File: src/rtl/lcd_init_sequencer.sv
// rtl/lcd_init_sequencer.sv - LCD power-on init script player with CPU pass-through to the SPI byte engine
module lcd_init_sequencer #(
    parameter int ROM_AW      = 8,
    parameter int DELAY_TICKS = 16000,
    parameter int DELAY_CW    = 14
) (
    input  logic              clk,
    input  logic              reset,
    input  logic              start,
    output logic [ROM_AW-1:0] rom_addr,
    input  logic [15:0]       rom_data,
    output logic              spi_valid,
    input  logic              spi_ready,
    output logic [7:0]        spi_byte,
    output logic              spi_dc,
    input  logic              cpu_valid,
    output logic              cpu_ready,
    input  logic [7:0]        cpu_byte,
    input  logic              cpu_dc,
    output logic              init_done,
    output logic              busy,
    output logic              rom_overrun
);

    localparam logic [2:0] ST_IDLE   = 3'd0;
    localparam logic [2:0] ST_FETCH  = 3'd1;
    localparam logic [2:0] ST_DECODE = 3'd2;
    localparam logic [2:0] ST_SEND   = 3'd3;
    localparam logic [2:0] ST_DELAY  = 3'd4;
    localparam logic [2:0] ST_RUN    = 3'd5;

    localparam logic [1:0] OP_CMD   = 2'b00;
    localparam logic [1:0] OP_DATA  = 2'b01;
    localparam logic [1:0] OP_DELAY = 2'b10;

    localparam logic [DELAY_CW-1:0] TICK_LAST = DELAY_CW'(DELAY_TICKS - 1);
    localparam logic [ROM_AW-1:0]   ADDR_LAST = '1;

    logic [2:0]          state_q;
    logic [2:0]          state_d;
    logic [ROM_AW-1:0]   addr_d;
    logic [7:0]          byte_q;
    logic [7:0]          byte_d;
    logic                dc_q;
    logic                dc_d;
    logic                done_d;
    logic                busy_d;
    logic                overrun_d;
    logic [7:0]          unit_q;
    logic [7:0]          unit_d;
    logic [DELAY_CW-1:0] tick_q;
    logic [DELAY_CW-1:0] tick_d;
    logic                pend_q;
    logic                pend_d;
    logic                advance;

    // ROM entry fields; bits [13:8] carry no meaning for the sequencer
    logic [1:0] op;
    logic [7:0] arg;
    logic       unused_rom_bits;

    assign op              = rom_data[15:14];
    assign arg             = rom_data[7:0];
    assign unused_rom_bits = ^rom_data[13:8];

    logic in_run;
    logic run_stalled;
    logic restart;
    logic at_last;
    logic tick_wrap;

    // In RUN the CPU request is what the engine sees, so a stall is cpu_valid without ready
    assign in_run      = (state_q == ST_RUN);
    assign run_stalled = cpu_valid && !spi_ready;
    assign restart     = in_run && (start || pend_q) && !run_stalled;
    assign at_last     = (rom_addr == ADDR_LAST);
    assign tick_wrap   = (tick_q == TICK_LAST);

    // Engine-side mux: script bytes while initialising, CPU pass-through once in RUN
    assign spi_valid = in_run ? cpu_valid : (state_q == ST_SEND);
    assign spi_byte  = in_run ? cpu_byte  : byte_q;
    assign spi_dc    = in_run ? cpu_dc    : dc_q;
    assign cpu_ready = in_run && spi_ready;

    // Next-state and datapath decisions for the script walker
    always_comb begin
        state_d   = state_q;
        addr_d    = rom_addr;
        byte_d    = byte_q;
        dc_d      = dc_q;
        done_d    = init_done;
        busy_d    = busy;
        overrun_d = rom_overrun;
        unit_d    = unit_q;
        tick_d    = tick_q;
        pend_d    = pend_q;
        advance   = 1'b0;

        case (state_q)
            ST_IDLE: begin
                state_d = ST_FETCH;
                addr_d  = '0;
                busy_d  = 1'b1;
            end

            ST_FETCH: begin
                state_d = ST_DECODE;
            end

            ST_DECODE: begin
                case (op)
                    OP_CMD, OP_DATA: begin
                        byte_d  = arg;
                        dc_d    = op[0];
                        state_d = ST_SEND;
                    end
                    OP_DELAY: begin
                        if (arg != 8'd0) begin
                            unit_d  = arg;
                            tick_d  = '0;
                            state_d = ST_DELAY;
                        end else begin
                            advance = 1'b1;
                        end
                    end
                    default: begin
                        state_d = ST_RUN;
                        done_d  = 1'b1;
                        busy_d  = 1'b0;
                    end
                endcase
            end

            ST_SEND: begin
                if (spi_ready) begin
                    advance = 1'b1;
                end
            end

            ST_DELAY: begin
                if (tick_wrap) begin
                    tick_d = '0;
                    unit_d = unit_q - 8'd1;
                    if (unit_q == 8'd1) begin
                        advance = 1'b1;
                    end
                end else begin
                    tick_d = tick_q + 1'b1;
                end
            end

            ST_RUN: begin
                if (restart) begin
                    state_d   = ST_FETCH;
                    addr_d    = '0;
                    done_d    = 1'b0;
                    overrun_d = 1'b0;
                    busy_d    = 1'b1;
                    pend_d    = 1'b0;
                end else if (start && run_stalled) begin
                    pend_d = 1'b1;
                end
            end

            default: begin
                state_d = ST_IDLE;
            end
        endcase

        // Step to the next entry, or stop at the top of the ROM rather than wrapping
        if (advance) begin
            if (at_last) begin
                state_d   = ST_RUN;
                overrun_d = 1'b1;
                done_d    = 1'b1;
                busy_d    = 1'b0;
            end else begin
                addr_d  = rom_addr + 1'b1;
                state_d = ST_FETCH;
            end
        end
    end

    // State and output registers; reset drops everything, including an in-flight byte
    always_ff @(posedge clk or negedge reset) begin
        if (!reset) begin
            state_q     <= ST_IDLE;
            rom_addr    <= '0;
            byte_q      <= 8'd0;
            dc_q        <= 1'b0;
            init_done   <= 1'b0;
            busy        <= 1'b0;
            rom_overrun <= 1'b0;
            unit_q      <= 8'd0;
            tick_q      <= '0;
            pend_q      <= 1'b0;
        end else begin
            state_q     <= state_d;
            rom_addr    <= addr_d;
            byte_q      <= byte_d;
            dc_q        <= dc_d;
            init_done   <= done_d;
            busy        <= busy_d;
            rom_overrun <= overrun_d;
            unit_q      <= unit_d;
            tick_q      <= tick_d;
            pend_q      <= pend_d;
        end
    end

endmodule

File: config.mk
export PLATFORM = sky130hd
export DESIGN_NAME = lcd_init_sequencer
export DESIGN_NICKNAME = d
export VERILOG_FILES = /design/src/rtl/lcd_init_sequencer.sv
export SDC_FILE = /design/constraint.sdc
export NUM_CORES = 1
export LEC_CHECK = 0
export BUFFER_PORTS_ARGS = -buffer_cell sky130_fd_sc_hd__buf_4
export CAP_MARGIN = 20
export CORE_UTILIZATION = 45
export DETAILED_ROUTE_END_ITERATION = 7
export GPL_ROUTABILITY_DRIVEN = 0
export PLACE_DENSITY_LB_ADDON = 0.05
export SYNTH_ARGS = -nofsm -noshare
export SYNTH_HDL_FRONTEND = slang
export SYNTH_SLANG_ARGS = --single-unit
export TNS_END_PERCENT = 50
File: constraint.sdc
create_clock -name clk -period 2.5 [get_ports clk]
set_clock_uncertainty 0.05 [all_clocks]
set_input_delay 0.375 -clock clk [delete_from_list [all_inputs] [get_ports clk]]
set_output_delay 0.375 -clock clk [all_outputs]
set_load 0.02 [all_outputs]
* Yosys cells after proc, flatten, opt, wreduce, memory -nomap -nowiden
Index checks and enable logic that the tools add are counted.
Operators by class: $add $sub $neg 3, equal/unequal tests 16, mux-type cells 43, reduce and logical (&&, ||, !) cells 21
Operators with widths (number):
- $mux W8 | 7
- $mux W14 | 3
- $pmux W8 S2 | 2
- $pmux W14 S2 | 1
- $mux W1 | 21
- $pmux W3 S5 | 1
- $add A14 B1 Y14 const B | 1
- $eq A14 B14 Y1 const B | 1
- $mux W3 | 4
- $add A8 B1 Y8 const B | 1
- $eq A8 B1 Y1 const B | 1
- $eq A8 B8 Y1 const B | 1
- $reduce_bool A8 Y1 | 1
- $sub A8 B1 Y8 const B | 1
- $eq A3 B2 Y1 const B | 2
- $eq A3 B3 Y1 const B | 2
- $ne A2 B2 Y1 const B | 3
- $pmux W1 S3 | 2
- $pmux W3 S2 | 1
- $reduce_and A3 Y1 | 2
- $logic_and A1 B1 Y1 | 5
- $ne A4 B4 Y1 const B | 1
- $reduce_and A2 Y1 | 2
- $reduce_and A4 Y1 | 1
- other kinds (13) | 16
Word-level totals: flip-flop bits (word level) 46, bits of input ports 30, output and inout port bits 22, word-level logic and storage cells 93

* Depth between registers and ports, before layout
depth after elaboration 8, mapped depth 9, gate-level depth less buffers 7

* Least setup slack after synthesis
No wires, ideal clock.
path type register -> output, from reg state_q[2], to out spi_byte[0], arrival 1.574 ns, required time 2.075 ns, setup slack 0.501 ns, stages on the path, launching flop included 7, path buffers 3, cells stage by stage dfrtp_1 > buf_6 > nor2b_1 > clkbuf_2 > nand2_1 > clkbuf_1 > mux2_2
On the way: word-level cells in the longest chain between the ends 2
RTL lines:
- start, declared | line 39 | logic [2:0] state_q;
- start signal, assigned | line 198 | state_q <= state_d;
- $eq A3 B3 Y1 | line 73 | assign in_run = (state_q == ST_RUN);
- $mux W8 | line 81 | assign spi_byte = in_run ? cpu_byte : byte_q;
- end, declared | line 14 | output logic [7:0] spi_byte,
No other way between the ends.

* Final worst setup path
from reg state_q[1], to out spi_byte[3]
The elaborated chain is that of the path after synthesis.

==> results.tsv <==
stage	metric	value	unit
clock_network	clk root buf	clkbuf_8	
drt	Post-Route WL	6140	um
pwr	Max IR drop VDD	0.000704	V
timing	hold violation total from the final report	0	
critical_path	Setup Crit Path Kind	flop to primary output	
critical_path	Crit. Startpoint	state_q[1]$_DFFE_PN0P_	
timing	Max-slew headroom	54.0	%
placed_design	post-DP HPWL	4380	um
timing	setup TNS	0	ps
drt	Max Used Layer	met4	
floorplan	Die W	79.7	um
clock_network	hold buffer count at CTS	0	
clock_network	Post-CTS Setup Bufs	0	
run_status	status	complete, no violations	
critical_path	CP arrival	1890	ps
clock_network	clock sinks	46	
drt	via/cell ratio	5.56	
pwr	Final Power	0.00320	W
global_routing	largest net degree at the start of global routing	47	
clock_network	Skew-Pair Late Insertion Delay	290	ps
cells_and_area	P&R area growth vs syn	19.0	%
floorplan	Core Box Area	5680	um^2
pwr	Leak Pwr	1.42	nW
critical_path	crit path capture type	primary output	
timing	Tcrit/Tclk final	92.8	%
synth	post-synthesis net count	323	
drt	Vias	2273	
drt	DR iter-0 viols	135	
synth	Yosys warning count	0	
clock_network	CTS tree	done	
timing	minimum clock period	2320	ps
synth	#FFs+latches synth	46	
critical_path	RR Startpoint	state_q[1]$_DFFE_PN0P_	
synth	main area contributors after synthesis	dfrtp_1 42%, mux2_2 7.9%, o21ai_0 6.3%, nand2_1 3.5%, a21oi_1 3.1%	
synth	top_reg_cell synth	dfrtp_1	
critical_path	WP data required	2080	ps
cells_and_area	layout filler cell count	516	
floorplan	I/O pins	52	
floorplan	die span in y	79.7	um
global_routing	grt total ovfl	0	
drt	Antenna Nets Post-Route	0	
synth	Seq/Total Area, Yosys	42.4	%
cells_and_area	layout cells sized above 1	27.6	%
placed_design	pre-CTS WS	273	ps
global_routing	vias in the first global route	2219	
timing	PnR worst setup slack	181	ps
floorplan	Std-Cell Rows	27	
critical_path	Buf+Inv Stages, Crit Path	1	
drt	wl on met1	3150	um
pwr	PD cells	990	nW/um^2
global_routing	overall routing resource usage	21.5	%
cells_and_area	ant diodes	0	
clock_network	clock slew at reported path FFs	90	ps
critical_path	FF-to-FF path depth	5	
timing	Fin Hold WS	41.8	ps
critical_path	CP peak stage delay	490	ps
clock_network	total CTS buffers	5	
global_routing	first-pass GRT wire length	10700	um
critical_path	crit path max fanout	11	
clock_network	CTS max path bufs	2	
drt	DR WL met2	2770	um
critical_path	type of origin of the critical path	flop	
timing	Slew @ Worst Pin	686	ps
critical_path	cells along the critical path	nor2b_1, nand2_2, mux2_2, buf_4	
synth	top cell type's share of synthesized area	42.4	%
synth	post-synthesis cell type count	58	
critical_path	Worst path slowest cell	dfrtp_1	
global_routing	initial antenna violation count	0	
drt	1st-pass router iterations	4	
synth	post-synth top area cell	dfrtp_1	
clock_network	CTS H-tree depth	2	
critical_path	FF-to-FF setup slack	280	ps
synth	EDFF count, synth	0	
floorplan	initial core utilization	47.9	%
floorplan	die area	6350	um^2
timing	RSZ-0062 raised after global routing	no	
critical_path	reg2reg end	rom_addr[2]$_DFF_PN0_	
timing	final count of pins violating max slew	0	
run	max-cap violations	0	
synth	Synth top cells by count	46 x dfrtp_1, 34 x o21ai_0, 25 x nand2_1	
drt	Met3 Wirelength	204	um
synth	Mapped Cells	289	
cells_and_area	Nets	370	
synth	count leader, synth	dfrtp_1	
placed_design	number of port buffers	45	
timing	f_max	431	MHz
synth	syn avg cell area	9.40	um^2
synth	async set-reset flop share out of synthesis	100	%
synth	post-synthesis instance area	2720	um^2
hold_path	HP Class	input port to asynchronous set/reset pin	
critical_path	cell family with most CP delay	simple AND/OR/NAND/NOR gates	
timing	setup violators final	0	
drt	drt wl/cell	15.0	um
drt	DR DRC count	0	
how the worst max path moves through the flow:
stage | endpoint | slack [ps] | depth (start not counted)
2_1_floorplan | spi_byte[0] | 500 | 6
3_3_place_gp | rom_addr[2]$_DFF_PN0_ | 300 | 6
3_5_place_dp | rom_addr[2]$_DFF_PN0_ | 270 | 6
4_1_cts | spi_byte[0] | 20 | 4
5_1_grt | spi_byte[0] | 40 | 4
6_report | spi_byte[3] | 180 | 4
cell type report:
cell class	count	area [um^2]	share of cell area (%)
tap	72	90.1	2.79
sequential	46	1150	35.6
clock inverter	1	5.00	0.155
inverter	7	26.3	0.812
clock buffer	7	86.3	2.67
multi-input combinational	220	1460	45.0
timing repair buffer	56	420	13.0
registers in the layout, indices dropped and copies added, names as in the netlist:
signal,cells
busy,1
byte_q,8
tick_q,14
init_done,1
rom_overrun,1
state_q,3
dc_q,1
rom_addr,8
unit_q,8
pend_q,1
cells in the final DEF, fill, tap and decap left out, types with 2 or more instances in the layout:
cell type / n
mux2i_1: 3
a41oi_1: 2
inv_1: 7
a31oi_1: 4
o211ai_1: 3
nor2_1: 18
nand2_1: 24
a22o_1: 3
xnor2_1: 3
nand3_1: 9
dfrtp_1: 46
nand2b_1: 3
mux2_2: 19
o31ai_1: 3
nor3b_1: 3
and4_1: 3
and3_1: 5
and2_1: 3
o22ai_1: 3
a21boi_0: 2
clkbuf_8: 6
nor3_1: 13
a211oi_1: 2
a21oi_1: 17
a21o_1: 3
nor2b_1: 4
ha_1: 4
nor4_1: 5
buf_4: 56
o21ai_0: 34
where the power goes:
group	leakage [nW]	switching [W]	internal, W
clock	0.0482	0.000252	0.000224
combinational	0.783	0.000733	0.000680
sequential	0.587	0.000280	0.00103
total	1.42	0.00126	0.00194
per-layer routing:
layer / global-route usage [%] / vias to the layer above
li1: - / 1153
met3: 4.46 / 2
met4: 3.82 / 0
met1: 30.4 / 1068
met5: 0 / -
met2: 34.1 / 50
stage by stage:
step                      instance area [um^2]  utilization, %  instances
after floorplan                           2720               -        289
after detailed placement                  3140            55.3        401
final                                     3230            57.0        409
after CTS                                 3230            56.9        409
after global routing                      3230            57.0        409
after global placement                    3140            55.3        401
logic make-up after synthesis:
| family | Yosys count | share of synthesized area [%] |
|---|---|---|
| AND/OR/NAND/NOR | 103 | 20.4 |
| AO/OA/AOI/OAI | 87 | 20.8 |
| flip-flops | 46 | 42.4 |
| XOR/XNOR | 3 | 0.967 |
| buffers and inverters | 23 | 4.19 |
| multiplexers | 23 | 9.53 |
| adder cells (fa/ha/maj) | 4 | 1.84 |
what timing repair did:
item,in CTS,in global routing
endpoints found under the setup margin,0,9
hold endpoints to repair,0,0
gates resized for setup,0,1
No activity file was read; power rests on OpenSTA's default activity.
